===== src/rtl/stdp_update_sched.sv =====
// STDP weight-update scheduler: tracks pre/post spike timing per synapse,
// captures potentiation/depression requests into per-slot pending registers,
// and serialises them round-robin onto a single valid/ready update port.
module stdp_update_sched #(
   parameter int unsigned NUM_PRE = 5,
   parameter int unsigned TW      = 8,
   parameter int unsigned WINDOW  = 16
) (
   input  logic               clk,
   input  logic               rst_n,
   input  logic [NUM_PRE-1:0] pre_spike,
   input  logic               post_spike,
   input  logic               upd_ready,
   output logic               upd_valid,
   output logic [2:0]         upd_idx,
   output logic [TW-1:0]      upd_dt,
   output logic               upd_ltp,
   output logic [NUM_PRE-1:0] pend,
   output logic [7:0]         drop_cnt
);

   localparam logic [TW:0] WIN_C  = (TW+1)'(WINDOW);
   localparam logic [2:0]  LAST_C = 3'(NUM_PRE - 1);

   // spike timers
   logic [TW-1:0]      pre_tmr_q [NUM_PRE];
   logic [TW-1:0]      pre_tmr_d [NUM_PRE];
   logic [TW-1:0]      post_tmr_q, post_tmr_d;

   // capture requests for this edge
   logic [NUM_PRE-1:0] cap;
   logic [NUM_PRE-1:0] cap_ltp;
   logic [TW-1:0]      cap_dt [NUM_PRE];

   // pending slots
   logic [NUM_PRE-1:0] pend_q, pend_d;
   logic [NUM_PRE-1:0] slot_ltp_q, slot_ltp_d;
   logic [TW-1:0]      slot_dt_q [NUM_PRE];
   logic [TW-1:0]      slot_dt_d [NUM_PRE];

   // arbiter
   logic [2:0]         rr_q, rr_d;
   logic               win_found;
   logic [2:0]         win_idx;
   logic [NUM_PRE-1:0] win_oh;
   logic [TW-1:0]      win_dt;
   logic               win_ltp;
   logic               load;

   // output register and drop counter
   logic               valid_q, valid_d;
   logic [2:0]         idx_q, idx_d;
   logic [TW-1:0]      dt_q, dt_d;
   logic               ltp_q, ltp_d;
   logic [7:0]         drop_q, drop_d;
   logic [3:0]         ndrop;
   logic [8:0]         drop_sum;

   // Timer next state: clear on spike, otherwise saturating increment
   always_comb begin
      for (int unsigned k = 0; k < NUM_PRE; k++) begin
         if (pre_spike[k])
            pre_tmr_d[k] = '0;
         else if (pre_tmr_q[k] == '1)
            pre_tmr_d[k] = pre_tmr_q[k];
         else
            pre_tmr_d[k] = pre_tmr_q[k] + TW'(1);
      end
      if (post_spike)
         post_tmr_d = '0;
      else if (post_tmr_q == '1)
         post_tmr_d = post_tmr_q;
      else
         post_tmr_d = post_tmr_q + TW'(1);
   end

   // Pairing detection against the registered (pre-edge) timer values
   always_comb begin
      for (int unsigned k = 0; k < NUM_PRE; k++) begin
         cap[k]     = 1'b0;
         cap_ltp[k] = 1'b0;
         cap_dt[k]  = '0;
         if (post_spike) begin
            if (pre_spike[k]) begin
               cap[k]     = 1'b1;
               cap_ltp[k] = 1'b1;
            end else if ({1'b0, pre_tmr_q[k]} < WIN_C) begin
               cap[k]     = 1'b1;
               cap_ltp[k] = 1'b1;
               cap_dt[k]  = pre_tmr_q[k] + TW'(1);
            end
         end else if (pre_spike[k] && ({1'b0, post_tmr_q} < WIN_C)) begin
            cap[k]    = 1'b1;
            cap_dt[k] = post_tmr_q + TW'(1);
         end
      end
   end

   // Round-robin pick: first pending slot at/after rr, then wrap to the lowest
   always_comb begin
      win_found = 1'b0;
      win_idx   = '0;
      win_oh    = '0;
      win_dt    = '0;
      win_ltp   = 1'b0;
      for (int unsigned k = 0; k < NUM_PRE; k++) begin
         if (!win_found && pend_q[k] && (k >= 32'(rr_q))) begin
            win_found = 1'b1;
            win_idx   = 3'(k);
            win_oh[k] = 1'b1;
            win_dt    = slot_dt_q[k];
            win_ltp   = slot_ltp_q[k];
         end
      end
      for (int unsigned k = 0; k < NUM_PRE; k++) begin
         if (!win_found && pend_q[k]) begin
            win_found = 1'b1;
            win_idx   = 3'(k);
            win_oh[k] = 1'b1;
            win_dt    = slot_dt_q[k];
            win_ltp   = slot_ltp_q[k];
         end
      end
   end

   // Output register loads when empty or transferring; rr follows the winner
   always_comb begin
      load    = win_found && (!valid_q || upd_ready);
      valid_d = valid_q;
      idx_d   = idx_q;
      dt_d    = dt_q;
      ltp_d   = ltp_q;
      rr_d    = rr_q;
      if (load) begin
         valid_d = 1'b1;
         idx_d   = win_idx;
         dt_d    = win_dt;
         ltp_d   = win_ltp;
         rr_d    = (win_idx == LAST_C) ? 3'd0 : win_idx + 3'd1;
      end else if (valid_q && upd_ready) begin
         valid_d = 1'b0;
      end
   end

   // Slot update: a capture into a slot leaving this edge is not a drop
   always_comb begin
      ndrop = '0;
      for (int unsigned k = 0; k < NUM_PRE; k++) begin
         pend_d[k]     = pend_q[k];
         slot_dt_d[k]  = slot_dt_q[k];
         slot_ltp_d[k] = slot_ltp_q[k];
         if (load && win_oh[k])
            pend_d[k] = 1'b0;
         if (cap[k]) begin
            pend_d[k]     = 1'b1;
            slot_dt_d[k]  = cap_dt[k];
            slot_ltp_d[k] = cap_ltp[k];
            if (pend_q[k] && !(load && win_oh[k]))
               ndrop = ndrop + 4'd1;
         end
      end
      drop_sum = {1'b0, drop_q} + {5'd0, ndrop};
      drop_d   = drop_sum[8] ? 8'hFF : drop_sum[7:0];
   end

   // State registers with synchronous active-low reset
   always_ff @(posedge clk) begin
      if (!rst_n) begin
         for (int unsigned k = 0; k < NUM_PRE; k++) begin
            pre_tmr_q[k] <= '1;
            slot_dt_q[k] <= '0;
         end
         post_tmr_q <= '1;
         pend_q     <= '0;
         slot_ltp_q <= '0;
         rr_q       <= '0;
         valid_q    <= 1'b0;
         idx_q      <= '0;
         dt_q       <= '0;
         ltp_q      <= 1'b0;
         drop_q     <= '0;
      end else begin
         for (int unsigned k = 0; k < NUM_PRE; k++) begin
            pre_tmr_q[k] <= pre_tmr_d[k];
            slot_dt_q[k] <= slot_dt_d[k];
         end
         post_tmr_q <= post_tmr_d;
         pend_q     <= pend_d;
         slot_ltp_q <= slot_ltp_d;
         rr_q       <= rr_d;
         valid_q    <= valid_d;
         idx_q      <= idx_d;
         dt_q       <= dt_d;
         ltp_q      <= ltp_d;
         drop_q     <= drop_d;
      end
   end

   assign upd_valid = valid_q;
   assign upd_idx   = idx_q;
   assign upd_dt    = dt_q;
   assign upd_ltp   = ltp_q;
   assign pend      = pend_q;
   assign drop_cnt  = drop_q;

endmodule


===== config.mk =====
export PLATFORM = sky130hd
export DESIGN_NAME = stdp_update_sched
export DESIGN_NICKNAME = d
export VERILOG_FILES = /design/src/rtl/stdp_update_sched.sv
export SDC_FILE = /design/constraint.sdc
export NUM_CORES = 1
export LEC_CHECK = 0
export BUFFER_PORTS_ARGS = -buffer_cell sky130_fd_sc_hd__buf_4
export CORE_ASPECT_RATIO = 1.1
export CORE_MARGIN = 2
export CORE_UTILIZATION = 32
export CTS_CLUSTER_SIZE = 30
export DETAILED_ROUTE_END_ITERATION = 7
export GPL_TIMING_DRIVEN = 0
export PLACE_DENSITY_LB_ADDON = 0.2
export SLEW_MARGIN = 20
export SYNTH_ARGS = -nofsm -noshare
export SYNTH_HDL_FRONTEND = slang
export SYNTH_SLANG_ARGS = --single-unit

===== constraint.sdc =====
create_clock -name clk -period 4.68 [get_ports clk]
set_input_delay 0.468 -clock clk [delete_from_list [all_inputs] [get_ports clk]]
set_output_delay 0.468 -clock clk [all_outputs]
set_load 0.005 [all_outputs]

==> flow_summary.json, run 1 <==
{
  "hp-start": "pre_spike[4]",
  "cts_tree": "yes",
  "setup_slack_ns": 0.196,
  "p_int_uw": 2330,
  "power_frac_seq_pct": 37.2,
  "finClkSkew_ns": 0.00799,
  "grt_pass1_wl_mm": 29.1,
  "cts-root-buf": "clkbuf_16",
  "switching_share_pct": 28.1,
  "num_vias": 5665,
  "max_stage_delay_ns": 0.32,
  "min_period_ns": 4.48,
  "ys.flop_type": "dfxtp_1",
  "pwr-share-comb_pct": 18.5,
  "synth_area_sq_um": 6210,
  "synth_top_area_cell": "dfxtp_1",
  "htree_levels": 4,
  "area_growth_pct": 25.2,
  "period_share_pct": 95.8,
  "portBuffers": 34,
  "power.leakage_uw": 0.00294,
  "ys.warnings.count": 0,
  "numCtsBuffers": 17,
  "drc": 0,
  "status": "finished, final reports clean",
  "die_area_sq_um": 20500,
  "rr_startpoint": "pend[0]$_SDFFE_PN0P_",
  "synthDominantCellAreaShare_pct": 39.4,
  "maxCapViolCount": 0,
  "antenna_cells": 0,
  "wl_per_cell_um": 17.2,
  "timing.fmax_ghz": 0.223,
  "grt_pass1_vias": 5319,
  "dr.pass1.iters": 6,
  "ys_seq_elements": 122,
  "min_path_type": "input port to register",
  "dp_slack_ns": -0.810,
  "worstPathArrival_ns": 4.76,
  "startpoint": "pend[0]$_SDFFE_PN0P_",
  "worst-endpoint-required_ns": 4.95,
  "path_common_cell": "ha_4",
  "clkPwrFrac_pct": 44.3,
  "overflow": 0,
  "std_cell_rows": 53,
  "finalPower_uw": 3240,
  "met2_usage_pct": 29.8,
  "die_h_um": 150,
  "post_drt_via_cell_ratio": 5.34,
  "setup_viol": 0,
  "cpMaxStageDelayCell": "dfxtp_2",
  "drtAntennaViolNets": 0,
  "wl_mm": 18.2,
  "slew_headroom_pct": 37.5,
  "drive_above_1_share_pct": 18.2,
  "die_w_um": 137,
  "grtUsageMet1_pct": 24.7,
  "ir_drop_uv": 235,
  "antenna_found_initial": 0,
  "synth_edf_count": 0,
  "drtIter0Drc": 470,
  "dp_hpwl_mm": 12.8,
  "yosys-top-cells-area": "dfxtp_1 39%, nor2_1 5.7%, o21ai_0 4.2%",
  "power.density_nw_per_um2": 418,
  "postCtsHoldBufs": 0,
  "grt_use_met3_pct": 3.42,
  "gp_congestion": 0.837,
  "hold_viol": 0,
  "cp_max_fo": 7,
  "synthArstFlopShare_pct": 0,
  "clk_pin_slew_ns": 0.06,
  "path_cells": "buf_6 > and2b_2 > o21ai_4 > nor3b_4 > nor2_1 > o21a_1 > ha_4 > nand2_4 > nand2_4 > ha_4 > inv_2 > o21ai_2 > ha_1 > mux2_4 > ha_4 > mux2_2 > ha_1 > a21o_1 > a21oi_2 > nor2b_1 > o21ai_2 > xor2_1 > a21oi_1",
  "final_nets": 827,
  "slew_viol_final": 0,
  "cts_num_sinks": 122,
  "syn_inst": 731,
  "tns_ns": 0,
  "grt_max_degree": 17,
  "critPathKind": "register to register",
  "avgSynthCellArea_sq_um": 8.49,
  "grt-busiest-layer": "met2",
  "synth_cell_types": 72,
  "p_switching_uw": 912,
  "initial_core_util_pct": 32.5,
  "worstMarginPinSlew_ns": 0.937,
  "startpoint_type": "register",
  "grt_usage_pct": 18.5,
  "seq_area_frac_synth_pct": 39.4,
  "coreArea_sq_um": 19100,
  "cts_buffer_depth": 2,
  "worst_setup_path_end_kind": "register",
  "synth_nets": 757,
  "clk_latency_ns": 0.42,
  "ios": 35
}
cells in the final DEF (no fill, tap or decap), types with 9 or more instances in the layout:
cell type / instances
clkbuf_16: 17
clkbuf_1: 31
ha_1: 13
nor3_1: 29
buf_4: 53
o221ai_1: 9
a21oi_1: 21
dfxtp_1: 117
a211oi_1: 11
xnor2_1: 19
o21ai_0: 48
nor2_1: 92
nand2_1: 67
a222oi_1: 20
xor2_1: 22
nand3_1: 33
inv_1: 12
a221oi_1: 15
and3_1: 19
final timing paths:
path / end / slack, ns / cells after the start
setup / recovery: drop_cnt[5]$_SDFF_PN0_ / 0.20 / 23
hold / removal: pre_tmr_q[0][33]$_SDFFE_PN1P_ / 0.43 / 4
setup reg to reg: drop_cnt[5]$_SDFF_PN0_ / 0.20 / 23
hold reg to reg: slot_dt_q[0][28]$_SDFFE_PN0N_ / 0.47 / 2
Yosys cell counts, types with 4 or more instances:
cell	n
a211oi_1	11
a21o_1	4
a21oi_1	23
a221oi_1	15
a222oi_1	20
a22oi_1	5
a41oi_1	8
and2_1	9
and3_1	20
buf_2	5
clkbuf_1	33
dfxtp_1	122
ha_1	16
inv_1	14
mux2i_1	8
nand2_1	68
nand2b_1	7
nand3_1	33
nor2_1	95
nor2b_1	9
nor3_1	29
nor4_1	6
o21ai_0	52
o21ai_1	4
o221ai_1	9
o22ai_1	7
xnor2_1	19
xor2_1	22
power groups by stage:
stage | Sequential [uW] | Combinational [uW] | Clock, uW
final | 1210 | 601 | 1440
after global placement | 1220 | 542 | 0
after detailed placement | 1220 | 542 | 0
after floorplan | 1200 | 380 | 0
after global routing | 1220 | 662 | 1500
after CTS | 1200 | 563 | 1450
metal layers:
layer  up-vias  share of wire, %
met4         0               1.7
met3        22               4.7
met2       120                47
li1       2826                 -
met5         -                 0
met1      2697                46
area by class of cell:
cell class / count / area (sq um)
buffer: 39 / 181
clock buffer: 19 / 443
clock inverter: 12 / 198
fill: 1923 / 11300
inverter: 15 / 56.3
multi-input combinational: 553 / 3730
sequential: 122 / 2450
tap: 247 / 309
timing repair buffer: 53 / 398
registers in the layout, summed over array words and instances (netlist names):
name and count:
upd_ltp 1, pre_tmr_q 40, post_tmr_q 8, slot_ltp_q 5, slot_dt_q 40, upd_dt 8
pend 5, rr_q 3, upd_valid 1, upd_idx 3, drop_cnt 8
critical path, delay by kind of cell, from the launching register on:
kind                       cells  cell delay, ns
buffers and inverters          2            0.16
AOI/OAI and AO/OA              7            1.14
and+or+nand+nor                6            0.70
adders and majority gates      5            1.29
xor gates and xnor gates       1            0.15
DFF                            1            0.32
muxes                          2            0.55
kinds of logic (layout without fill, tap and decap cells):
kind of cell               Yosys count  after routing  synth area share, %
xor gates and xnor gates            43             43                 6.31
buffers and inverters               56            138                 3.61
muxes                               10             10                 1.71
adders and majority gates           17             17                 3.55
AOI/OAI and AO/OA                  186            186                 22.3
DFF                                122            122                 39.4
and+or+nand+nor                    297            297                 23.1
repair_timing:
action	in CTS	in global routing
resized for setup	20	35
pin swaps	7	12
buffers inserted	7	12
endpoints found under the setup margin	8	8
per-stage QoR:
step                utilization [%]  cell area, sq um  hold WS (ns)  instances
finish                         40.7              7770         0.426       1060
global route                   40.7              7770         0.442       1060
CTS                            39.4              7530         0.426       1048
detailed placement             35.5              6770         0.461       1012
global placement               35.5              6770         0.456       1012
floorplan                         -              6210         0.439        731
Power figures use the tool's default switching activity.
==> run 2: changes to the inputs <==
--- a/config.mk
+++ b/config.mk
@@ -8,7 +8,7 @@
 export BUFFER_PORTS_ARGS = -buffer_cell sky130_fd_sc_hd__buf_4
 export CORE_ASPECT_RATIO = 1.1
 export CORE_MARGIN = 2
-export CORE_UTILIZATION = 32
+export CORE_UTILIZATION = 40
 export CTS_CLUSTER_SIZE = 30
 export DETAILED_ROUTE_END_ITERATION = 7
 export GPL_TIMING_DRIVEN = 0
==> run 2 against run 1 <==
Compared with the run above: setup slack worse by 0.028 ns; largest power group unchanged; cell area is 1.5% lower; clock-buffer cell count is 1 higher; largest cell class unchanged; flip-flop and latch count stayed put; register-to-register slack worse by 0.03 ns; clock power hardly changed; routed wire length is 2.2% higher; non-clock buffer count is 4 lower; sequential power hardly changed; maximum frequency is 0.62% lower; worst hold slack better by 0.012 ns; critical endpoint is now drop_cnt[6]$_SDFF_PN0_.
==> flow_summary.json, run 2 (synthesis results as in run 1) <==
{
  "rr_worst_depth": 24,
  "area_growth_pct": 23.3,
  "cts_tree": "yes",
  "layout_common_cells": "116 x dfxtp_1, 93 x nor2_1, 68 x nand2_1, 52 x buf_4, 48 x o21ai_0",
  "maxCapViolCount": 0,
  "htree_levels": 4,
  "min_period_ns": 4.51,
  "startpoint": "pend[2]$_SDFFE_PN0P_",
  "std_cell_rows": 47,
  "die_w_um": 123,
  "drtAntennaViolNets": 0,
  "period_share_pct": 96.4,
  "reg.largest.list": "pre_tmr_q x40, slot_dt_q x40",
  "fin_cells": 1006,
  "cts_buffer_depth": 2,
  "hold_depth": 4,
  "p_switching_uw": 922,
  "slew_viol_final": 0,
  "power.leakage_uw": 0.00292,
  "clk_pin_slew_ns": 0.06,
  "final_common_cell": "dfxtp_1",
  "wl_per_cell_um": 18.5,
  "setup_viol": 0,
  "dp_hpwl_mm": 12.8,
  "fill_cells": 1381,
  "cp_max_fo": 5,
  "startpoint_type": "register",
  "postCtsHoldBufs": 0,
  "min_path_type": "input port to register",
  "worst_setup_path_end_kind": "register",
  "drtIter0Drc": 610,
  "rr_startpoint": "pend[2]$_SDFFE_PN0P_",
  "critPathKind": "register to register",
  "grt_pass1_vias": 5548,
  "coreArea_sq_um": 15100,
  "worstPathArrival_ns": 4.78,
  "final_nets": 823,
  "gp_congestion": 0.871,
  "p_int_uw": 2340,
  "power_frac_seq_pct": 37.1,
  "hp-start": "pre_spike[4]",
  "grt_pass1_wl_mm": 29.4,
  "slew_headroom_pct": 24.0,
  "pwr-share-comb_pct": 18.2,
  "utilization_pct": 50.6,
  "worst-endpoint-required_ns": 4.95,
  "dr.pass1.iters": 8,
  "die_area_sq_um": 16500,
  "drive_above_1_share_pct": 17.0,
  "power.density_nw_per_um2": 427,
  "post_drt_via_cell_ratio": 5.86,
  "portBuffers": 34,
  "cts_num_sinks": 122,
  "num_vias": 5900,
  "status": "finished, final reports clean",
  "clkPwrFrac_pct": 44.7,
  "worstMarginPinSlew_ns": 1.14,
  "numCtsBuffers": 17,
  "grt_usage_pct": 23.0,
  "grt_max_degree": 17,
  "timing.fmax_ghz": 0.222,
  "ios": 35,
  "worst_hold_slack_ns": 0.438,
  "initial_core_util_pct": 41.1,
  "overflow": 0,
  "clk_latency_ns": 0.43,
  "die_h_um": 135,
  "multi_input_area_sq_um": 3690,
  "antenna_cells": 0,
  "cts-root-buf": "clkbuf_16",
  "drc": 0,
  "regArea_sq_um": 2460,
  "switching_share_pct": 28.2,
  "wl_mm": 18.6,
  "finClkSkew_ns": 0.00976,
  "hold_viol": 0,
  "dp_cells": 961,
  "antenna_found_initial": 0,
  "ir_drop_uv": 274
}
## run 2: what timing repair did
item	in CTS	in global routing
endpoints found under the setup margin	8	8
resized for setup	23	20
pin swaps	7	14
buffers inserted	6	11
gates cloned	0	0
## run 2: layout make-up
class	count	area share, %
Multi-Input combinational cell	553	48.3
Sequential cell	122	32.1
Clock buffer	20	5.97
Timing Repair Buffer	51	5.00
Tap cell	196	3.21
Clock inverter	12	2.54
Buffer	37	2.13
Inverter	15	0.736
## run 2: path summary, 6_finish.rpt
kind | slack [ns] | to
worst max-delay path | 0.17 | drop_cnt[6]$_SDFF_PN0_
worst min-delay path | 0.44 | pre_tmr_q[0][33]$_SDFFE_PN1P_
worst max register to register | 0.17 | drop_cnt[6]$_SDFF_PN0_
worst min register to register | 0.47 | slot_dt_q[0][28]$_SDFFE_PN0N_
## run 2: worst max-delay path, cell delays in order, from the launching register on
cell and delay [ns]:
dfxtp_2 0.32, a21boi_4 0.14, o311a_4 0.38, nor3b_4 0.21, nor2_1 0.07, o21a_1 0.21, ha_4 0.26, nand2_4 0.07
nand2_4 0.07, ha_4 0.27, inv_2 0.03, o21ai_2 0.14, ha_1 0.26, mux2_4 0.29, ha_4 0.16, inv_1 0.05
nor2_1 0.05, xor2_1 0.18, ha_1 0.36, nor2b_1 0.15, o21ai_1 0.12, nand2b_1 0.15, buf_4 0.17, a31oi_1 0.17
nor3_1 0.06
## run 2: through the flow
stage	TNS (ns)	power, uW	setup slack (ns)	area [sq um]
6_report	0	3270	0.168	7650
5_1_grt	-0.107	3390	-0.0332	7650
4_1_cts	0	3240	0.0252	7470
3_5_place_dp	-4.23	1760	-0.764	6710
3_3_place_gp	-3.36	1740	-0.646	6710
2_1_floorplan	0	1580	0.0130	6210
## run 2: per-layer routing
layer	wire length (um)	global-route usage (%)	up-vias
li1	-	-	2817
met1	8150	29.5	2833
met2	8950	37.8	216
met3	1140	5.19	34
met4	397	7.73	0
met5	0	0	-
## run 2: power by group through the flow
stage | Clock (uW) | Sequential, uW | Combinational (uW)
floorplan | 0 | 1200 | 380
global placement | 0 | 1210 | 530
detailed placement | 0 | 1220 | 542
CTS | 1470 | 1210 | 560
global route | 1520 | 1220 | 654
finish | 1460 | 1210 | 593
